<file path="src/rtl/fetch_seq.sv">
// F-stage fetch sequencer: owns the PC and runs a single-outstanding
// req/gnt/rvalid fetch, presenting one instruction at a time to D.
module fetch_seq #(
  parameter logic [31:0] RESET_PC = 32'h0000_3000,
  parameter logic [31:0] EXC_VEC  = 32'h0000_4180
) (
  input  logic        clk,
  input  logic        rst_n,
  input  logic [31:0] npc,
  input  logic        stall,
  input  logic        exc_req,
  input  logic        eret,
  input  logic [31:0] epc,
  output logic        imem_req,
  output logic [31:0] imem_addr,
  input  logic        imem_gnt,
  input  logic        imem_rvalid,
  input  logic [31:0] imem_rdata,
  output logic [31:0] F_pc,
  output logic [31:0] F_instr,
  output logic        F_valid,
  output logic        F_adel
);

  typedef enum logic [1:0] {StReq, StWait, StValid} state_e;

  state_e      state_q, state_d;
  logic [31:0] pc_q, pc_d;
  logic [31:0] instr_q, instr_d;
  logic        adel_q, adel_d;
  logic        kill_q, kill_d;
  logic        req_raw;
  logic        redirect;
  logic [31:0] redirect_pc;
  logic        misaligned;

  assign redirect    = exc_req | eret;
  assign redirect_pc = exc_req ? EXC_VEC : epc;
  assign misaligned  = (pc_q[1:0] != 2'b00);

  always_comb begin
    state_d = state_q;
    pc_d    = pc_q;
    instr_d = instr_q;
    adel_d  = adel_q;
    kill_d  = kill_q;
    req_raw = 1'b0;
    unique case (state_q)
      StReq: begin
        req_raw = ~misaligned;
        if (redirect) begin
          pc_d = redirect_pc;
          // A grant in the redirect cycle still launches the old fetch; drop its data.
          if (req_raw && imem_gnt) begin
            state_d = StWait;
            kill_d  = 1'b1;
          end
        end else if (misaligned) begin
          state_d = StValid;
          instr_d = 32'h0;
          adel_d  = 1'b1;
        end else if (imem_gnt) begin
          state_d = StWait;
        end
      end
      StWait: begin
        if (imem_rvalid) begin
          if (kill_q || redirect) begin
            kill_d  = 1'b0;
            state_d = StReq;
          end else begin
            instr_d = imem_rdata;
            adel_d  = 1'b0;
            state_d = StValid;
          end
          if (redirect) pc_d = redirect_pc;
        end else if (redirect) begin
          pc_d   = redirect_pc;
          kill_d = 1'b1;
        end
      end
      StValid: begin
        if (redirect) begin
          pc_d    = redirect_pc;
          adel_d  = 1'b0;
          state_d = StReq;
        end else if (!stall) begin
          pc_d    = npc;
          state_d = StReq;
        end
      end
      default: state_d = StReq;
    endcase
  end

  always_ff @(posedge clk or negedge rst_n) begin
    if (!rst_n) begin
      state_q <= StReq;
      pc_q    <= RESET_PC;
      instr_q <= 32'h0;
      adel_q  <= 1'b0;
      kill_q  <= 1'b0;
    end else begin
      state_q <= state_d;
      pc_q    <= pc_d;
      instr_q <= instr_d;
      adel_q  <= adel_d;
      kill_q  <= kill_d;
    end
  end

  // Reset state is StReq, so the request must be masked while reset is held.
  assign imem_req  = req_raw & rst_n;
  assign imem_addr = pc_q;
  assign F_pc      = pc_q;
  assign F_instr   = instr_q;
  assign F_valid   = (state_q == StValid);
  assign F_adel    = adel_q;

endmodule

</file>
<file path="config.mk">
export PLATFORM = sky130hd
export DESIGN_NAME = fetch_seq
export DESIGN_NICKNAME = d
export VERILOG_FILES = /design/src/rtl/fetch_seq.sv
export SDC_FILE = /design/constraint.sdc
export NUM_CORES = 1
export LEC_CHECK = 0
export CAP_MARGIN = 5
export CORE_MARGIN = 8
export CORE_UTILIZATION = 39
export CTS_CLUSTER_DIAMETER = 60
export CTS_CLUSTER_SIZE = 20
export DETAILED_ROUTE_END_ITERATION = 8
export PLACE_DENSITY = 0.82
export REMOVE_ABC_BUFFERS = 1
export SYNTH_ARGS = -nofsm -noshare
export SYNTH_HDL_FRONTEND = slang
export SYNTH_SLANG_ARGS = --single-unit
</file>
<file path="constraint.sdc">
create_clock -name clk -period 2.5 [get_ports clk]
set_clock_uncertainty 0.15 [all_clocks]
set_input_delay 0.5 -clock clk [delete_from_list [all_inputs] [get_ports clk]]
set_output_delay 0.5 -clock clk [all_outputs]
set_load 0.01 [all_outputs]
</file>
==> out/qor.log, run 1 <==
[cells_and_area] commonest non-fill, non-tap cells in the layout sky130_fd_sc_hd__clkdlybuf4s50_1, sky130_fd_sc_hd__dfrtp_1, sky130_fd_sc_hd__a21oi_1
[pwr] total internal power 3.159 mW
[placed_design] weighted congestion at the end of routability-driven global placement 0.8058
[placed_design] port buffer count 201
[drt] drt wl/cell 18.54 µm
[floorplan] effective utilization at floorplan 39.30%
[outcome] run status completed
[cells_and_area] non-filler cells, final 642
[worst_setup_path] CP Max Fanout 6
[cells_and_area] final-stage net count 633
[placed_design] post-detailed-placement half-perimeter wirelength 9040 µm
[cells_and_area] fraction of layout instances using a drive strength above 1 7.721%
[sta] final setup margin 0.09423 ns
[sta] max-slew headroom at the worst pin 43.01%
[clock_network] number of buffers added by the clock tree synthesis step 9
[cells_and_area] most common cell after layout, fill and taps aside sky130_fd_sc_hd__clkdlybuf4s50_1
[drt] routed vias/inst 5.224
[yosys] Yosys top cell by area sky130_fd_sc_hd__dfrtp_1
[cells_and_area] Core Util, Final 63.33%
[floorplan] y dimension of the die 111.6 µm
[pwr] switching part of the total 33.99%
[yosys] Post-Synthesis Cell Area 0.003562 mm²
[sta] final worst-path cycle share 96.23%
[sta] slew at the pin closest to its max-slew limit 0.8549 ns
[yosys] post-synthesis instance total 364
[sta] Final Hold Violating Endpoints 0
[placed_design] post-place instance area 0.005464 mm²
[global_routing] global-route wire length before repair 18,670 µm
[sta] unrepaired setup endpoints after global routing no
[pwr] part of the power in the clock network 23.2%
[sta] worst-case hold slack 0.2690 ns
[placed_design] # placed instances 624
[clock_network] clock latency on the worst-skew pair 0.34 ns
[global_routing] pin count of the biggest net entering global routing 69
[cells_and_area] Syn-to-layout area delta 61.15%
[drt] starting DRC count in detailed routing 168
[worst_hold_path] worst hold-check path type in -> async
[floorplan] Ports 202
[floorplan] width of the die 111.6 µm
[worst_setup_path] start of the worst register-to-register path state_q[0]$_DFFE_PN0P_
[cells_and_area] Design Area, Final 0.005741 mm²
[clock_network] clk sinks 68
[pwr] power share of the combinational group 43.9%
[cells_and_area] number of antenna diodes 0
[yosys] mean post-synth cell area 9.786 µm²
[drt] drt drc 0
[placed_design] post-placement worst setup slack -0.04895 ns
[sta] Post-Route Setup TNS 0 ns
[worst_setup_path] start point of the critical path state_q[0]$_DFFE_PN0P_
[sta] Max Slew Vio Count 0
[clock_network] cts-stage hold buffer count 0
[worst_setup_path] CP required 1.85 ns
[yosys] number of unique standard cell types used by synthesis 32
[global_routing] aggregate global-route resource usage 18.68%
[drt] count of nets left with antenna violations after detail routing 0
[clock_network] worst-case clock buffer depth 2
[yosys] share of the synthesized area in the top cell type 46.36%
[worst_setup_path] crit end category output port
[sta] Fmax achieved 415.7 MHz
[yosys] proportion of synthesized chip area in sequential cells 47.84%
[worst_setup_path] type of the worst setup path reg -> out
[clock_network] Max H-tree Level 3
[cells_and_area] number of fill cells in the layout 706
[global_routing] antenna violations before repair 0
[pwr] Max IR drop VDD 470.7 µV
[pwr] total power density per cell area 833.6 mW/mm²
[worst_setup_path] CP startpoint kind register
[clock_network] clk root buf sky130_fd_sc_hd__clkbuf_8
[sta] time the final worst path needs with I/O delays and setup 2.406 ns
[sta] number of failing setup endpoints in the final timing report 0
[drt] final wirelength 11,900 µm
[yosys] FF+latch count, synth 68
[global_routing] global route total overflow 0
[pwr] Overall Power 4.785 mW
[clock_network] CTS clk-pin slew, worst paths 0.07 ns
[floorplan] number of standard-cell rows in the floorplan 35
[clock_network] CTS tree yes
[pwr] switching pwr 1.627 mW
[pwr] sequential power share 32.8%
[pwr] Leak Pwr 2.449 nW
[global_routing] number of global-route vias before repair 3,571
[drt] number of search-and-repair iterations in the first detailed-routing pass 4
[yosys] warning count from the yosys run 0
[yosys] cells taking the most area after synthesis sky130_fd_sc_hd__dfrtp_1, sky130_fd_sc_hd__a221o_1, sky130_fd_sc_hd__buf_4, sky130_fd_sc_hd__nor3b_1, sky130_fd_sc_hd__and3_1
[drt] total via count after detailed routing 3,354
[job] number of max-capacitance violations reported 0
[worst_setup_path] CP arrival 1.76 ns
[floorplan] Die Footprint 0.01245 mm²
[floorplan] area of the core region 0.009065 mm²
logic make-up after synthesis:
family | Yosys count | share of synthesized area, %
and+or+nand+nor | 115 | 18.51
AOI/OAI and AO/OA | 109 | 20.51
muxes | 1 | 0.2810
adders and majority gates | 4 | 1.405
DFF | 68 | 47.84
buffers and inverters | 67 | 11.45
synthesized netlist by cell type (all sizes together):
cell,n
or2,1
clkbuf,17
dfrtp,66
o22ai,1
o211ai,1
mux2i,1
nor4b,1
and3,34
o21a,1
buf,46
or3b,1
o32ai,1
nand2b,1
a221o,32
or3,1
a31oi,2
ha,4
nand3,1
o21ai,34
a32oi,1
nand3b,1
nand2,34
inv,4
dfstp,2
a21boi,1
a21oi,35
nor3b,30
nor2,10
timing repair:
item	in CTS	in global routing
resized for setup	4	0
setup buffers	0	2
setup endpoints to repair	1	1
state kept, by name, summed over array words and instances, names as in the netlist:
name,count
F_pc,32
state_q,2
F_adel,1
kill_q,1
F_instr,32
metal layers:
layer	part of all wire [%]	wire, µm	up-vias	global-route usage (%)
met5	0	0	-	0
met2	45	5370	194	29.70
met3	11	1254	11	7.630
li1	-	-	1616	-
met4	1.2	147	0	6.199
met1	43	5127	1533	22.43
worst max-delay path: stages (launching register included):
cell and delay, ns:
sky130_fd_sc_hd__dfrtp_1 0.43, sky130_fd_sc_hd__inv_2 0.11, sky130_fd_sc_hd__ha_4 0.17, sky130_fd_sc_hd__and3_1 0.17
sky130_fd_sc_hd__clkdlybuf4s50_1 0.54
power by group through the flow:
stage,logic [mW],clock network [mW],registers [mW]
floorplan,0.588,0,1.73
global placement,2.04,0,1.58
detailed placement,2.07,0,1.59
CTS,2.10,1.14,1.58
global route,2.28,1.19,1.60
finish,2.10,1.11,1.57
final timing paths:
kind                                          end  slack (ns)  depth (start not counted)
max                                      imem_req        0.09                          4
min                          F_pc[19]$_DFFE_PN0P_        0.27                          2
max reg2reg                    F_adel$_DFFE_PN0P_        0.46                          7
min reg2reg                  F_pc[13]$_DFFE_PN1P_        0.35                          2
max in group asynchronous  state_q[0]$_DFFE_PN0P_        1.38                          2
min in group clk             F_pc[13]$_DFFE_PN1P_        0.35                          2
layout make-up:
class                   instances  area [µm²]  share of cell area, %
repair buffers                214        2155                  37.53
flip-flops and latches         68        1704                  29.69
multi-input cells             229        1479                  25.76
well taps                     111       138.9                  2.419
clock inverters                 7       125.1                  2.180
clock buffers                   9       123.9                  2.158
inverters                       4       15.01                 0.2616
(Power assumes the default switching activity.)
==> run 2, diff against run 1 <==
==> constraint.sdc (replaced) <==
create_clock -name clk -period 2.5 [get_ports clk]
set_clock_uncertainty 0.15 [all_clocks]
set_input_delay 0.75 -clock clk [delete_from_list [all_inputs] [get_ports clk]]
set_output_delay 0.75 -clock clk [all_outputs]
set_load 0.01 [all_outputs]
==> run 2 against run 1 <==
Routed wire length grew 1.1%. Via count grew 1.7%. Critical path depth grew 1. Fmax shrank 2.0%. Register-to-register slack is essentially flat. Combinational power is essentially flat. Non-clock buffer count grew 3.
==> out/qor.log, run 2 (synthesis gave the netlist of run 1 again) <==
[clock_network] number of buffers added by the clock tree synthesis step 9 [unchanged]
[floorplan] y dimension of the die 111.6 µm [unchanged]
[drt] number of search-and-repair iterations in the first detailed-routing pass 4 [unchanged]
[sta] number of failing setup endpoints in the final timing report 0 [unchanged]
[cells_and_area] Syn-to-layout area delta 61.40%
[cells_and_area] area used by multi-input combinational logic 0.001469 mm² [-0.68%]
[cells_and_area] final-stage net count 636 [+0.47%]
[clock_network] worst-case clock buffer depth 2 [unchanged]
[placed_design] weighted congestion at the end of routability-driven global placement 0.8304 [+3.1%]
[worst_setup_path] CP required 2.56 ns [+0.71 ns]
[cells_and_area] Core Util, Final 63.42% [+0.097 points]
[job] number of max-capacitance violations reported 0 [unchanged]
[pwr] total power density per cell area 821.9 mW/mm² [-1.4%]
[global_routing] pin count of the biggest net entering global routing 69 [unchanged]
[clock_network] clock latency on the worst-skew pair 0.34 ns [about the same]
[sta] Final Hold Violating Endpoints 0 [unchanged]
[worst_setup_path] crit end category register
[placed_design] post-detailed-placement half-perimeter wirelength 9107 µm [+0.74%]
[worst_setup_path] CP arrival 2.52 ns [+0.76 ns]
[cells_and_area] number of antenna diodes 0 [unchanged]
[worst_hold_path] worst hold-check path type reg -> reg
[pwr] Leak Pwr 2.472 nW [+0.94%]
[worst_setup_path] CP Max Fanout 32 [+26]
[clock_network] Max H-tree Level 3 [unchanged]
[drt] starting DRC count in detailed routing 143 [-15%]
[worst_setup_path] start of the worst register-to-register path state_q[1]$_DFFE_PN0P_
[global_routing] number of global-route vias before repair 3,630 [+1.7%]
[drt] count of nets left with antenna violations after detail routing 0 [unchanged]
[clock_network] post-cts sizing count 5 [+1]
[worst_hold_path] startpoint of the lowest-slack hold path F_pc[13]$_DFFE_PN1P_
[clock_network] clk sinks 68 [unchanged]
[global_routing] antenna violations before repair 0 [unchanged]
[placed_design] port buffer count 201 [unchanged]
[floorplan] width of the die 111.6 µm [unchanged]
[pwr] Max IR drop VDD 506.6 µV [+7.6%]
[global_routing] global route total overflow 0 [unchanged]
[clock_network] clk root buf sky130_fd_sc_hd__clkbuf_8
[global_routing] global-route wire length before repair 18,770 µm [+0.52%]
[worst_setup_path] type of the worst setup path in -> reg
[sta] Max Slew Vio Count 0 [unchanged]
[floorplan] Die Footprint 0.01245 mm² [unchanged]
[cells_and_area] fraction of layout instances using a drive strength above 1 8.240% [+0.52 points]
[cells_and_area] Seq. cell area 0.001704 mm² [unchanged]
[floorplan] effective utilization at floorplan 39.30% [unchanged]
[worst_setup_path] start point of the critical path eret
[clock_network] CTS tree yes
[outcome] run status completed
[global_routing] aggregate global-route resource usage 18.73% [+0.054 points]
[sta] worst-case hold slack 0.3483 ns [+0.07926 ns]
[clock_network] cts-stage hold buffer count 0 [unchanged]
[sta] final worst-path cycle share 98.24% [+2.0 points]
[cells_and_area] most common cell after layout, fill and taps aside sky130_fd_sc_hd__clkdlybuf4s50_1
[clock_network] CTS clk-pin slew, worst paths 0.07 ns [about the same]
[worst_hold_path] cell depth of the worst hold path 2
[sta] time the final worst path needs with I/O delays and setup 2.456 ns [+0.05019 ns]
[sta] slew at the pin closest to its max-slew limit 0.8673 ns [+0.01234 ns]
[drt] drt wl/cell 18.65 µm [+0.60%]
[drt] routed vias/inst 5.288 [+1.2%]
[sta] Fmax achieved 407.2 MHz [-2.0%]
[sta] max-slew headroom at the worst pin 42.18% [-0.82 points]
[cells_and_area] non-filler cells, final 645 [+0.47%]
[clock_network] # Post-CTS Setup Buffers 0 [unchanged]
[worst_setup_path] Worst R2R Path Depth 7 [unchanged]
[sta] unrepaired setup endpoints after global routing no
[placed_design] # placed instances 629 [+0.80%]
[floorplan] area of the core region 0.009065 mm² [unchanged]
[cells_and_area] number of fill cells in the layout 729 [+3.3%]
[floorplan] number of standard-cell rows in the floorplan 35 [unchanged]
[worst_setup_path] CP startpoint kind primary input
[cells_and_area] commonest non-fill, non-tap cells in the layout sky130_fd_sc_hd__clkdlybuf4s50_1, sky130_fd_sc_hd__dfrtp_1, sky130_fd_sc_hd__a21oi_1
[drt] drt drc 0 [unchanged]
[floorplan] Ports 202 [unchanged]
[drt] final wirelength 12,030 µm [+1.1%]
[drt] total via count after detailed routing 3,411 [+1.7%]
## run 2: where the power goes
part	switching [mW]	leakage [nW]	internal, mW	total [mW]
logic	0.963	1.45	1.14	2.10
registers	0.227	0.896	1.34	1.57
clock network	0.410	0.122	0.640	1.05
total	1.60	2.47	3.13	4.73
## run 2: worst paths after layout
check                                          end  slack, ns
setup / recovery           F_instr[18]$_DFFE_PN0P_       0.04
hold / removal                F_pc[13]$_DFFE_PN1P_       0.35
setup reg to reg            F_instr[5]$_DFFE_PN0P_       0.46
hold reg to reg               F_pc[13]$_DFFE_PN1P_       0.35
max in group asynchronous      F_pc[1]$_DFFE_PN0P_       1.12
min in group asynchronous       F_adel$_DFFE_PN0P_       0.50
## run 2: layer usage
layer	part of all wire, %	vias up	track usage (%)
met1	44	1577	21.82
met2	46	197	30.67
li1	-	1621	-
met4	1.4	0	6.108
met5	0	-	0
met3	9.2	16	7.630
## run 2: area by class of cell
cell class	count	share of cell area (%)
well taps	111	2.416
clock buffers	12	2.873
repair buffers	217	38.04
multi-input cells	229	25.55
inverters	4	0.2612
clock inverters	4	1.219
flip-flops and latches	68	29.64
## run 2: worst max-delay path, cell delays in order
cell,delay (ns)
sky130_fd_sc_hd__clkdlybuf4s50_1,0.49
sky130_fd_sc_hd__or2_4,0.30
sky130_fd_sc_hd__or3_4,0.47
sky130_fd_sc_hd__and3_1,0.24
sky130_fd_sc_hd__a221o_1,0.26
## run 2: metrics by stage
stage	setup slack (ns)	cell area, µm²	setup TNS (ns)	power, mW
6_report	0.04404	5749	0	4.726
3_5_place_dp	-0.2757	5514	-9.075	3.710
5_1_grt	0.007663	5749	0	5.002
2_1_floorplan	-2.515	3169	-83.46	2.313
4_1_cts	0.06267	5749	0	4.775
3_3_place_gp	-0.2145	5514	-8.039	3.658
